`config.mk`:
```
export PLATFORM = sky130hd
export DESIGN_NAME = crc32_lane_chain
export DESIGN_NICKNAME = d
export VERILOG_FILES = /design/src/rtl/eth_crc_pkg.sv /design/src/rtl/crc32_lane_chain.sv
export SDC_FILE = /design/constraint.sdc
export NUM_CORES = 1
export LEC_CHECK = 0
export CORE_AREA = 2 2 105 107
export DETAILED_ROUTE_END_ITERATION = 8
export DIE_AREA = 0 0 107 109
export PLACE_DENSITY = 0.82
export SYNTH_ARGS = -nofsm -noshare
export SYNTH_HDL_FRONTEND = slang
export SYNTH_SLANG_ARGS = --single-unit
export TNS_END_PERCENT = 100
```
`constraint.sdc`:
```
create_clock -name vclk -period 6.8
set_input_delay 1.02 -clock vclk [all_inputs]
set_output_delay 1.02 -clock vclk [all_outputs]
set_load 0.02 [all_outputs]
```
`src/rtl/eth_crc_pkg.sv`:
```
// Shared CRC-32 constants, FSM encoding and the single-byte CRC step used by the
// Ethernet FCS checker and its lane chain.
package eth_crc_pkg;

  localparam logic [31:0] CRC32_POLY    = 32'h04C11DB7;
  localparam logic [31:0] CRC32_INIT    = 32'hFFFFFFFF;
  localparam logic [31:0] CRC32_RESIDUE = 32'hC704DD7B;

  // Byte counter width; frames at or above 2^16-1 bytes simply read as "long".
  localparam int LEN_W = 16;

  typedef enum logic {
    ST_IDLE  = 1'b0,
    ST_FRAME = 1'b1
  } fcs_state_e;

  // Per-frame verdict carried from the compare logic into the status registers.
  typedef struct packed {
    logic fcs_ok;
    logic len_err;
  } fcs_stat_t;

  // Fold one byte into the CRC, wire order (bit 0 first), MSB-first register.
  function automatic logic [31:0] crc32_byte(input logic [31:0] crc, input logic [7:0] data);
    logic [31:0] c;
    logic        fb;
    c = crc;
    for (int i = 0; i < 8; i++) begin
      fb = c[31] ^ data[i];
      c  = {c[30:0], 1'b0} ^ (fb ? CRC32_POLY : 32'h0);
    end
    return c;
  endfunction

endpackage

```
`src/rtl/crc32_lane_chain.sv`:
```
// Combinational CRC over one beat: lane 0 first. crc_lane[k] is the CRC after
// folding lanes 0..k, so the caller can pick the result for any byte count.
module crc32_lane_chain
  import eth_crc_pkg::*;
#(
  parameter int BYTES = 4
) (
  input  logic [31:0]                crc_in,
  input  logic [8*BYTES-1:0]         data,
  output logic [BYTES-1:0][31:0]     crc_lane
);

  // Serial fold of the lanes, tapping the running CRC after each one.
  always_comb begin
    logic [31:0] c;
    c        = crc_in;
    crc_lane = '0;
    for (int k = 0; k < BYTES; k++) begin
      c           = crc32_byte(c, data[8*k +: 8]);
      crc_lane[k] = c;
    end
  end

endmodule

```
==> flow_metrics.env <==
export IMPL_yosysWarnings=0
export IMPL_path_buf_inv=3
export IMPL_pin_count=192
export IMPL_antenna_found_initial=0
export IMPL_syn_area_per_cell_um2=12.6
export IMPL_outcome="finished, final reports clean"
export IMPL_fp_dieH_um=109
export IMPL_cp_arrival_ns=5.64
export IMPL_rsz0062_at_grt="true"
export IMPL_seq_area_um2=0
export IMPL_gp_congestion=0.837
export IMPL_end_kind="primary output"
export IMPL_drv_slew=0
export IMPL_viasPerCell=4.50
export IMPL_routedWlPerCell_um=19.2
export IMPL_grt_max_degree=10
export IMPL_drc=0
export IMPL_layout_area_overhead_vs_synth_pct=56.5
export IMPL_final_layout_size_suffix_gt1_frac=0.156
export IMPL_worst_path_max_delay_cell="clkdlybuf4s50_1"
export IMPL_dp_hpwl_mm=11.3
export IMPL_start_util=0.385
export IMPL_cp_cell_sequence="clkdlybuf4s50_1, xnor2_4, xnor3_1, xor2_1, xor3_2, xnor2_4, buf_4, xor2_2, xnor3_2, xnor2_2, xnor2_1, clkdlybuf4s50_1"
export IMPL_worst_pin_slew_ns=0.602
export IMPL_setup_ws_ns=0.145
export IMPL_ctsHoldBuffers=0
export IMPL_period_share=0.979
export IMPL_grt_pass1_wl_mm=19.6
export IMPL_fmax_mhz=150
export IMPL_final_cells=680
export IMPL_die_area_um2=11700
export IMPL_drtIter0Drc=136
export IMPL_clkbuf_count=0
export IMPL_hp_class="input port to primary output"
export IMPL_grt_ovfl_total=0
export IMPL_crit_path_start_kind="input port"
export IMPL_diodes=0
export IMPL_cts_repair_resized=0
export IMPL_port_buffers=192
export IMPL_cp_max_fo=9
export IMPL_coreArea_um2=10600
export IMPL_rows=38
export IMPL_nFlopsAndLatches=0
export IMPL_slew_headroom=0.596
export IMPL_cp_top_family="XOR/XNOR gates"
export IMPL_die_x_um=107
export IMPL_pre_cts_slack_ns=0.118
export IMPL_synth_area_um2=4080
export IMPL_holdWs_ns=3.19
export IMPL_wirelength_mm=13.0
export IMPL_ys_types=15
export IMPL_dp_cells=680
export IMPL_grt_pass1_vias=3420
export IMPL_setup_viol=0
export IMPL_syn_num_nets=387
export IMPL_ant_nets=0
export IMPL_drv_cap=0
export IMPL_final_nets=606
export IMPL_ys_seq_area_frac=0
export IMPL_min_period_ns=6.66
export IMPL_dpl_cell_area_um2=6370
export IMPL_crit_required_ns=5.78
export IMPL_slowest_delay_ns=0.64
export IMPL_path_class="input port to primary output"
export IMPL_vias=3061
export IMPL_fin_area_um2=6390
export IMPL_dr_pass1_iters=4
export IMPL_cts_setup_buffers=0
export IMPL_grt_use_total=0.219
export IMPL_final_hold_viol_count=0
export IMPL_syn_inst=323
-- cells by family (layout without fill, tap and decap cells) --
group / Yosys count / count (layout) / synth area share
xor+xnor: 308 / 308 / 0.980
buf+inv: 15 / 232 / 0.0199
-- cell usage after synthesis (all sizes together) --
master  count  area (um2)
xnor3      46        1060
xor3       14         339
xor2       61         557
inv         9        33.8
xnor2     187        2050
buf         6        47.5
-- placed cells by master (no fill, tap or decap) --
cell type / count
buf_4: 31
clkdlybuf4s50_1: 192
inv_1: 9
xnor2_1: 153
xnor2_2: 18
xnor2_4: 16
xnor3_1: 33
xnor3_2: 11
xnor3_4: 2
xor2_1: 58
xor2_2: 3
xor3_1: 11
xor3_2: 2
xor3_4: 1
-- worst paths after layout --
| path | from | endpoint | slack, ns | cells after the start |
|---|---|---|---|---|
| max | data[2] | crc_lane[106] | 0.14 | 12 |
| min | crc_in[0] | crc_lane[8] | 3.19 | 3 |
-- per-stage QoR --
| stage | util | TNS, ns |
|---|---|---|
| CTS | 0.600 | 0 |
| global route | 0.603 | -0.0103 |
| detailed placement | 0.600 | 0 |
| global placement | 0.600 | 0 |
| finish | 0.603 | 0 |
| floorplan | - | 0 |
-- worst min-delay path, delay by kind of cell --
family                    cells  cell delay (ns)
xor gates and xnor gates      1             0.08
buffers and inverters         2             1.07
-- layer usage --
metal,routed length (um),vias up,GRT usage
li1,-,1466,-
met1,5400,1470,0.284
met4,123,0,0.0186
met3,807,7,0.0203
met5,0,-,0
met2,6710,118,0.412
-- final cells by class --
type	instances	area (um2)
fill	830	4210
multi-input combinational	308	4030
timing repair buffer	223	2150
tap	140	175
inverter	9	33.8
Power is left out: the tool's default activity adds up to more than one toggle a clock period on the data nets, which glitch-free logic cannot reach.
